==> src/rtl/game_pkg.sv <==
// Shared definitions for the runner game.
// The game controller, the obstacle mover and the renderer all import this
// package, so that state encodings and box geometry agree across the design.
//
// Contents:
//   gameState_t                   - 2-bit game state (IDLE / RUN / OVER)
//   DINO_X, DINO_W, DINO_H        - player box position and size, in pixels
//   OBS_W, OBS_H                  - obstacle box size, in pixels
//   OBS_X0, OBS_Y0                - obstacle position after reset
//   satInc()                      - 16-bit increment that stops at all-ones
package game_pkg;

   typedef enum logic [1:0] {
      ST_IDLE = 2'b00,
      ST_RUN  = 2'b01,
      ST_OVER = 2'b10
   } gameState_t;

   localparam int DINO_X = 100;
   localparam int DINO_W = 40;
   localparam int DINO_H = 40;
   localparam int OBS_W  = 20;
   localparam int OBS_H  = 40;

   localparam int OBS_X0 = 900;
   localparam int OBS_Y0 = 400;

   // The score has to stick at its maximum rather than roll back to zero.
   function automatic logic [15:0] satInc(input logic [15:0] value);
      return (value == 16'hFFFF) ? value : value + 16'd1;
   endfunction

endpackage

==> src/rtl/box_overlap.sv <==
// Combinational intersection test between two axis-aligned boxes.
// Box A spans [aX, aX+A_W) x [aY, aY+A_H); box B spans [bX, bX+B_W) x
// [bY, bY+B_H). Edges that only touch do not count as overlapping.
//
// Ports:
//   aX, aY  in  10 - top-left corner of box A
//   bX, bY  in  10 - top-left corner of box B
//   hit     out 1  - boxes intersect
module box_overlap #(
   parameter int A_W = 40,
   parameter int A_H = 40,
   parameter int B_W = 20,
   parameter int B_H = 40
) (
   input  logic [9:0] aX,
   input  logic [9:0] aY,
   input  logic [9:0] bX,
   input  logic [9:0] bY,
   output logic       hit
);

   logic [10:0] aRight;
   logic [10:0] aBottom;
   logic [10:0] bRight;
   logic [10:0] bBottom;

   // Far edges are formed 11 bits wide so a box near the 10-bit limit
   // cannot wrap around and appear to sit on the left or top of the screen.
   always_comb begin
      aRight  = {1'b0, aX} + 11'(A_W);
      aBottom = {1'b0, aY} + 11'(A_H);
      bRight  = {1'b0, bX} + 11'(B_W);
      bBottom = {1'b0, bY} + 11'(B_H);
      hit = ({1'b0, bX} < aRight)  && (bRight  > {1'b0, aX}) &&
            ({1'b0, bY} < aBottom) && (bBottom > {1'b0, aY});
   end

endmodule

==> src/rtl/game_ctrl.sv <==
// Game-flow controller for the runner game.
// Sequences IDLE -> RUN -> OVER -> IDLE, counts obstacles the player gets
// past, detects collisions, and keeps the best score since reset. After a
// collision the jump button is locked out for HOLD_CYC cycles so a player
// still mashing the button does not restart by accident.
//
// Ports:
//   clk        in  1  - system clock
//   rst_n      in  1  - asynchronous active-low reset
//   jump       in  1  - jump button level (synchronized, debounced)
//   obtacle_x  in  10 - obstacle left edge
//   obtacle_y  in  10 - obstacle top edge
//   dino_y     in  10 - player top edge
//   state      out 2  - 00 IDLE, 01 RUN, 10 OVER
//   score      out 16 - current score
//   hi_score   out 16 - best score since reset
//   collide    out 1  - one-cycle pulse on RUN -> OVER
module game_ctrl #(
   parameter int DINO_X   = game_pkg::DINO_X,
   parameter int DINO_W   = game_pkg::DINO_W,
   parameter int DINO_H   = game_pkg::DINO_H,
   parameter int OBS_W    = game_pkg::OBS_W,
   parameter int OBS_H    = game_pkg::OBS_H,
   parameter int HOLD_CYC = 50_000_000
) (
   input  logic        clk,
   input  logic        rst_n,
   input  logic        jump,
   input  logic [9:0]  obtacle_x,
   input  logic [9:0]  obtacle_y,
   input  logic [9:0]  dino_y,
   output logic [1:0]  state,
   output logic [15:0] score,
   output logic [15:0] hi_score,
   output logic        collide
);

   import game_pkg::*;

   // The counter only ever holds HOLD_CYC-1 down to 0.
   localparam int HOLD_W = (HOLD_CYC > 1) ? $clog2(HOLD_CYC) : 1;

   gameState_t        stateQ;
   gameState_t        stateNext;
   logic [15:0]       scoreQ;
   logic [15:0]       scoreNext;
   logic [15:0]       hiQ;
   logic [15:0]       hiNext;
   logic              collideQ;
   logic              collideNext;
   logic [HOLD_W-1:0] holdQ;
   logic [HOLD_W-1:0] holdNext;

   logic              jumpQ;
   logic              jumpRise;
   logic [9:0]        prevX;
   logic              overlap;
   logic              pass;

   // Player box against obstacle box. The player's x position is fixed.
   box_overlap #(
      .A_W (DINO_W),
      .A_H (DINO_H),
      .B_W (OBS_W),
      .B_H (OBS_H)
   ) dinoVsObstacle (
      .aX  (10'(DINO_X)),
      .aY  (dino_y),
      .bX  (obtacle_x),
      .bY  (obtacle_y),
      .hit (overlap)
   );

   // Keep last cycle's button level and obstacle position so that a press
   // and the obstacle crossing the player's left edge can be seen as edges.
   always_ff @(posedge clk or negedge rst_n) begin
      if (!rst_n) begin
         jumpQ <= 1'b0;
         prevX <= '0;
      end else begin
         jumpQ <= jump;
         prevX <= obtacle_x;
      end
   end

   // A pass is the obstacle moving from at-or-right-of the player's left
   // edge to strictly left of it. When the mover wraps the obstacle back to
   // the right side the position grows, so a wrap never looks like a pass.
   always_comb begin
      jumpRise = jump & ~jumpQ;
      pass     = (prevX >= 10'(DINO_X)) && (obtacle_x < 10'(DINO_X));
   end

   // Every output comes straight from these registers, so nothing on the
   // input side can reach an output without going through a clock edge.
   always_ff @(posedge clk or negedge rst_n) begin
      if (!rst_n) begin
         stateQ   <= ST_IDLE;
         scoreQ   <= '0;
         hiQ      <= '0;
         collideQ <= 1'b0;
         holdQ    <= '0;
      end else begin
         stateQ   <= stateNext;
         scoreQ   <= scoreNext;
         hiQ      <= hiNext;
         collideQ <= collideNext;
         holdQ    <= holdNext;
      end
   end

   // Next-state logic. A collision outranks a pass in the same cycle, so
   // the obstacle that kills the player never adds to the score. In OVER
   // the counter must reach zero before a fresh press is honoured; a button
   // held down through the end of the lockout produces no rise and is
   // therefore ignored.
   always_comb begin
      stateNext   = stateQ;
      scoreNext   = scoreQ;
      hiNext      = hiQ;
      collideNext = 1'b0;
      holdNext    = holdQ;

      case (stateQ)
         ST_IDLE: begin
            scoreNext = '0;
            if (jumpRise) begin
               stateNext = ST_RUN;
            end
         end

         ST_RUN: begin
            if (overlap) begin
               stateNext   = ST_OVER;
               collideNext = 1'b1;
               holdNext    = HOLD_W'(HOLD_CYC - 1);
               if (scoreQ > hiQ) begin
                  hiNext = scoreQ;
               end
            end else if (pass) begin
               scoreNext = satInc(scoreQ);
            end
         end

         ST_OVER: begin
            if (holdQ != '0) begin
               holdNext = holdQ - 1'b1;
            end else if (jumpRise) begin
               stateNext = ST_IDLE;
               scoreNext = '0;
            end
         end

         default: begin
            stateNext = ST_IDLE;
            scoreNext = '0;
         end
      endcase
   end

   always_comb begin
      state    = stateQ;
      score    = scoreQ;
      hi_score = hiQ;
      collide  = collideQ;
   end

endmodule

==> config.mk <==
export PLATFORM = sky130hd
export DESIGN_NAME = game_ctrl
export DESIGN_NICKNAME = d
export VERILOG_FILES = /design/src/rtl/game_pkg.sv /design/src/rtl/box_overlap.sv /design/src/rtl/game_ctrl.sv
export SDC_FILE = /design/constraint.sdc
export NUM_CORES = 1
export LEC_CHECK = 0
export BUFFER_PORTS_ARGS = -buffer_cell sky130_fd_sc_hd__buf_4
export CORE_ASPECT_RATIO = 1.75
export CORE_UTILIZATION = 62
export CTS_BUF_LIST = sky130_fd_sc_hd__clkbuf_4 sky130_fd_sc_hd__clkbuf_8 sky130_fd_sc_hd__clkbuf_16
export CTS_CLUSTER_DIAMETER = 100
export CTS_CLUSTER_SIZE = 8
export DETAILED_ROUTE_END_ITERATION = 12
export GPL_TIMING_DRIVEN = 0
export PLACE_DENSITY = 0.93
export SETUP_SLACK_MARGIN = 0.4
export SLEW_MARGIN = 20
export SYNTH_ARGS = -nofsm -noshare
export SYNTH_HDL_FRONTEND = slang
export SYNTH_SLANG_ARGS = --single-unit
==> constraint.sdc <==
create_clock -name clk -period 7.1 [get_ports clk]
set_input_delay 1.42 -clock clk [delete_from_list [all_inputs] [get_ports clk]]
set_output_delay 1.42 -clock clk [all_outputs]
set_load 0.03 [all_outputs]
---- Word level (Yosys, flattened, before mapping) ----
Cells that the tools add are included.
cells by class
  $add $sub $neg .......................... 5
  equality and inequality tests ........... 11
  magnitude comparators ................... 7
  shifts and indexed selects .............. 0
  muxes and demuxes ....................... 16
  bitwise gates (word level) .............. 2
  reduce and logical (&&, ||, !) cells .... 11
  multiply operators ...................... 0
  divide/modulo/power cells ............... 0
operators by type and width
  operator                                                                 number
  16-bit 2-to-1 mux                                                        5
  26-bit 2-to-1 mux                                                        2
  26-bit one-hot mux with 2 select lines                                   1
  16-bit one-hot mux with 2 select lines                                   1
  26-bit nonzero test                                                      1
  26-bit by 1-bit subtractor with 26-bit output (second input constant)    1
  10-bit by 6-bit adder with 11-bit output (second input constant)         2
  16-bit by 1-bit adder with 16-bit output (second input constant)         1
  16-bit == test (second input constant)                                   1
  16-bit > comparator                                                      1
  2-bit inequality test (second input constant)                            7
  10-bit by 5-bit adder with 11-bit output (second input constant)         1
  11-bit by 10-bit > comparator with 1-bit output                          1
  11-bit by 7-bit > comparator with 1-bit output (second input constant)   1
  10-bit by 11-bit < comparator with 1-bit output                          1
  10-bit by 7-bit >= comparator with 1-bit output (second input constant)  1
  10-bit by 7-bit < comparator with 1-bit output (second input constant)   1
  10-bit by 8-bit < comparator with 1-bit output (second input constant)   1
  2-bit 2-to-1 mux                                                         4
  2-bit one-hot mux with 3 select lines                                    1
  3-bit AND reduction                                                      2
  5-bit AND reduction                                                      1
  1-bit logical AND                                                        4
  4-bit AND reduction                                                      1
  8 further kinds                                                          9
word-level totals
  bits in read-only memories .............. 0
  output and inout bits ................... 35
  bits in registers ....................... 72
  bits of input ports ..................... 33
  memories kept ........................... 0
  bits in writable memories ............... 0
  bits in latches ......................... 0
  word-level logic and storage cells ...... 59

---- Longest topological paths before layout ----
  word-level depth ........................ 7
  depth in mapped cells ................... 13

---- By module ----
Synthesis repeated with hierarchy kept, for this count alone.
second synthesis, totals
  cell total of the unflattened synthesis .. 544
  area total of the unflattened synthesis .. 5,134.9 um^2
modules (own cells, without submodules)
  module       seq. area each (um^2)  times used  area an instance (um^2)  cells each
  game_ctrl    1,751.7                1           3,872.5                  379
  box_overlap  0.0                    1           1,262.5                  165

---- Worst setup path before layout ----
No wires, ideal clock.
  kind .................................... in2reg
  start ................................... input obtacle_y[3]
  end ..................................... register hiQ[10] (netlist: hi_score[10])
  cell stages on the path ................. 13
  setup time .............................. 0.125 ns
  data arrival time ....................... 4.503 ns
  slack ................................... 2.472 ns
  path buffers ............................ 2
  cell sequence ........................... ha_1 -> o21ai_0 -> xnor2_1 -> ha_1 -> and3_1 -> nor3b_1 -> o21a_1 -> a211oi_1 -> nand2_2 -> or3_1 -> buf_2 -> buf_6 -> mux2_4
on the way
  word-level cells in the longest chain between the ends .. 4
  elaborated cells between the ends (all ways) .. 6
  those cells by class .................... 1 x add/sub; 2 x order compare; 3 x reduce/logical
ends and longest elaborated chain
  item                                                                                                                line                                  RTL
  start, declared                                                                                                     game_ctrl.sv:30                       input logic [9:0] obtacle_y,
  10-bit by 6-bit adder with 11-bit output / 10-bit by 11-bit < comparator with 1-bit output (equally long branches)  box_overlap.sv:33, box_overlap.sv:35
  11-bit by 10-bit > comparator with 1-bit output / 1-bit logical AND (equally long branches)                         box_overlap.sv:35, box_overlap.sv:34
  1-bit logical AND *                                                                                                 box_overlap.sv:35                     ({1'b0, bY} < aBottom) && (bBottom > {1'b0, aY});
  3-bit AND reduction (no source line) *                                                                              n/a
  end signal, assigned                                                                                                game_ctrl.sv:106                      hiQ <= hiNext;
  end, declared                                                                                                       game_ctrl.sv:47                       logic [15:0] hiQ;
Mark *: on every way between the ends. The rest lies on a longest branch, timed or not.
A chain may end at the register's enable or synchronous reset.

---- Worst setup path after layout ----
  start ................................... input obtacle_y[3]
  end ..................................... register hiQ[7] (netlist: hi_score[7])
The elaborated chain is that of the path after synthesis.

==> flow_metrics.env <==
export IMPL_grt_max_degree=71
export IMPL_worst_setup_path_type="input pin to register"
export IMPL_post_drt_wl_per_cell_microns=18.2
export IMPL_fmaxAchievable_ghz=0.205
export IMPL_drt_drc_violations_left=0
export IMPL_diodes=0
export IMPL_crit_required_ns=7.33
export IMPL_grt_setup_unrepaired="no"
export IMPL_core_sq_mm=0.00696
export IMPL_cap_viol_max_count=0
export IMPL_ys_warnings_count=0
export IMPL_yosysUniqueCellTypes=61
export IMPL_combPwrFrac_pct=16.1
export IMPL_clk_transition_reported_paths_ns=0.06
export IMPL_cts_buffer_depth=2
export IMPL_dr_first_iter_drc_count=431
export IMPL_gp_congestion=0.861
export IMPL_dieArea_sq_mm=0.00767
export IMPL_chipHeight_microns=115
export IMPL_seqPwrFrac_pct=38.7
export IMPL_hold_viol_final=0
export IMPL_synth_cell_area_sq_mm=0.00454
export IMPL_seq_area_frac_synth_pct=38.6
export IMPL_vdd_drop_max_uv=221
export IMPL_cp_max_fo=10
export IMPL_cts_buffers=9
export IMPL_clkSinkCount=70
export IMPL_reg2reg_slack_ns=3.98
export IMPL_cts_tree="done"
export IMPL_grt_pass1_vias=4234
export IMPL_synth_nets=546
export IMPL_post_cts_setup_buffers=0
export IMPL_switching_share_pct=26.2
export IMPL_setup_viol=0
export IMPL_synth_ff_type="dfrtp_1"
export IMPL_grt_pass1_wl_microns=19200
export IMPL_finalCriticalPeriod_ns=4.88
export IMPL_postCtsHoldBufs=0
export IMPL_wl_microns=11600
export IMPL_final_layout_size_suffix_gt1_share_pct=19.6
export IMPL_root_buffer="clkbuf_16"
export IMPL_num_io_pins=68
export IMPL_grt_usage_pct=33.3
export IMPL_worst_pin_slew_ns=0.871
export IMPL_post_place_ws_ns=1.91
export IMPL_relSlewSlack_pct=41.4
export IMPL_power_switching_w=0.000310
export IMPL_drtAntennaViolNets=0
export IMPL_dp_hpwl_microns=8200
export IMPL_die_w_microns=66.7
export IMPL_cts_resized=0
export IMPL_num_nets_final=624
export IMPL_tns_ns=0
export IMPL_status="finished, final reports clean"
export IMPL_synth_edff_count=0
export IMPL_internal_power_w=0.000872
export IMPL_async_flop_share_pct=100
export IMPL_min_period_over_period_pct=68.7
export IMPL_clkLatencyLatePin_ns=0.34
export IMPL_p_clk_share_pct=45.2
export IMPL_initial_core_util_pct=65.2
export IMPL_vias_per_cell=6.36
export IMPL_ys_ff_latch=70
export IMPL_hold_class="register to register"
export IMPL_num_vias=4070
export IMPL_finalWorstSetupSlack_ns=2.22
export IMPL_syn_avg_cell_area_sq_um=9.59
export IMPL_grt_antenna_before_repair=0
export IMPL_skew_ns=0.00690
export IMPL_critPathLaunchType="input pin"
export IMPL_drt_first_pass_iters=5
export IMPL_power_density_mw_per_mm2=215
export IMPL_cp_arrival_ns=5.11
export IMPL_fill_cells=403
export IMPL_finalMaxSlewViolations=0
export IMPL_portBuffers=67
export IMPL_syn_inst=473
export IMPL_rows=40
export IMPL_grt_overflow=0
export IMPL_p_leak_nw=2.49
export IMPL_worst_setup_path_end_kind="register"
export IMPL_htree_levels=3
export IMPL_areaGrowthSynthToFinish_pct=21.3
-- layout by cell type, fill, tap and decap left out, types with 3 or more instances in the layout --
| cell type | count |
|---|---|
| mux2_4 | 8 |
| or3_1 | 8 |
| ha_1 | 40 |
| and3_1 | 6 |
| nor4_1 | 9 |
| nand3b_1 | 3 |
| a41o_1 | 3 |
| inv_1 | 37 |
| bufinv_16 | 3 |
| a211oi_1 | 5 |
| nand2b_1 | 6 |
| o21ai_0 | 14 |
| nand2_1 | 42 |
| xor2_1 | 10 |
| buf_4 | 67 |
| nand4_1 | 8 |
| a31o_1 | 8 |
| clkbuf_1 | 5 |
| or4_1 | 8 |
| buf_2 | 3 |
| nor3b_1 | 4 |
| mux2i_1 | 3 |
| nor2_1 | 36 |
| xnor2_1 | 21 |
| nor3_1 | 16 |
| mux2_1 | 6 |
| o21ai_1 | 5 |
| nand3_1 | 14 |
| dfrtp_1 | 70 |
| a21oi_1 | 23 |
| o21a_1 | 5 |
| clkbuf_16 | 9 |
| a21o_1 | 4 |
| nor2b_1 | 5 |
-- final cells by class --
class / count / area [sq um] / area share [%]
flip-flops and latches: 70 / 1750 / 31.8
repair buffers: 67 / 503 / 9.14
well taps: 84 / 105 / 1.91
inverters: 39 / 146 / 2.66
clock buffers: 11 / 253 / 4.59
plain buffers: 10 / 56.3 / 1.02
clock inverters: 5 / 105 / 1.91
multi-input cells: 354 / 2580 / 46.9
-- synth_stat cells, drive strengths merged (4+ instances only) --
cell type | n | area (sq um)
a211oi | 6 | 57.6
a21o | 4 | 30.0
a21oi | 24 | 131
a31o | 8 | 70.1
and3 | 6 | 37.5
buf | 5 | 37.5
clkbuf | 5 | 18.8
dfrtp | 70 | 1750
ha | 40 | 500
inv | 37 | 139
mux2 | 15 | 199
nand2 | 43 | 164
nand2b | 6 | 37.5
nand3 | 14 | 70.1
nand4 | 8 | 50.1
nor2 | 36 | 135
nor2b | 5 | 31.3
nor3 | 16 | 80.1
nor3b | 4 | 30.0
nor4 | 12 | 111
o21a | 5 | 37.5
o21ai | 19 | 95.1
or3 | 8 | 50.1
or4 | 10 | 82.6
xnor2 | 21 | 184
xor2 | 10 | 87.6
-- logic make-up (layout without fill, tap and decap cells) --
| group | Yosys count | in the layout | share of synthesized area (%) |
|---|---|---|---|
| AND/OR/NAND/NOR | 179 | 179 | 21.3 |
| AO/OA/AOI/OAI | 86 | 86 | 13.5 |
| flip-flops | 70 | 70 | 38.6 |
| buffers and inverters | 49 | 132 | 4.47 |
| adder cells (fa/ha/maj) | 40 | 40 | 11.0 |
| XOR/XNOR | 31 | 31 | 5.99 |
| multiplexers | 18 | 18 | 5.05 |
-- per-layer routing --
metal | vias up | GRT usage (%) | share of wire [%]
met4 | 0 | 19.9 | 4.6
met1 | 1974 | 30.8 | 35
met5 | - | 0 | 0
met2 | 177 | 62.0 | 55
li1 | 1870 | - | -
met3 | 49 | 9.03 | 5.3
-- critical path: stages --
cell,delay (ns)
buf_4,0.13
ha_1,0.23
o21ai_0,0.22
xnor2_1,0.15
ha_1,0.27
and3_1,0.21
nor3b_1,0.14
o21a_1,0.19
a211oi_1,0.68
nand2_2,0.36
or3_1,0.44
buf_2,0.19
buf_6,0.18
mux2_4,0.30
-- final timing paths --
path,start,to,cells past startpoint
min reg2reg,holdQ[23],holdQ[23],2
min,holdQ[23],holdQ[23],2
max in group asynchronous,rst_n,holdQ[11],1
max,obtacle_y[3],hi_score[7],14
max reg2reg,holdQ[6],holdQ[13],9
min in group asynchronous,rst_n,hi_score[2],1
-- state kept, by name, indices dropped and copies added (netlist names) --
signal	count
hi_score	16
state	2
jumpQ	1
score	16
holdQ	26
collide	1
prevX	8
-- stage by stage --
step | cells | cell area (sq um) | power [W] | utilization, % | hold slack, ns
2_1_floorplan | 473 | 4540 | 0.000576 | - | 0.479
3_3_place_gp | 624 | 5140 | 0.000633 | 73.9 | 0.496
3_5_place_dp | 624 | 5140 | 0.000647 | 73.9 | 0.505
4_1_cts | 640 | 5500 | 0.00118 | 79.1 | 0.521
5_1_grt | 640 | 5500 | 0.00122 | 79.1 | 0.549
6_report | 640 | 5500 | 0.00118 | 79.1 | 0.519
-- power by group through the flow --
stage	clock network [W]	registers [W]	logic [W]
6_report	0.000534	0.000457	0.000190
5_1_grt	0.000550	0.000460	0.000212
4_1_cts	0.000533	0.000456	0.000190
3_5_place_dp	0	0.000463	0.000185
3_3_place_gp	0	0.000459	0.000174
2_1_floorplan	0	0.000461	0.000114
Note: power is estimated with default switching activity, not from simulation.
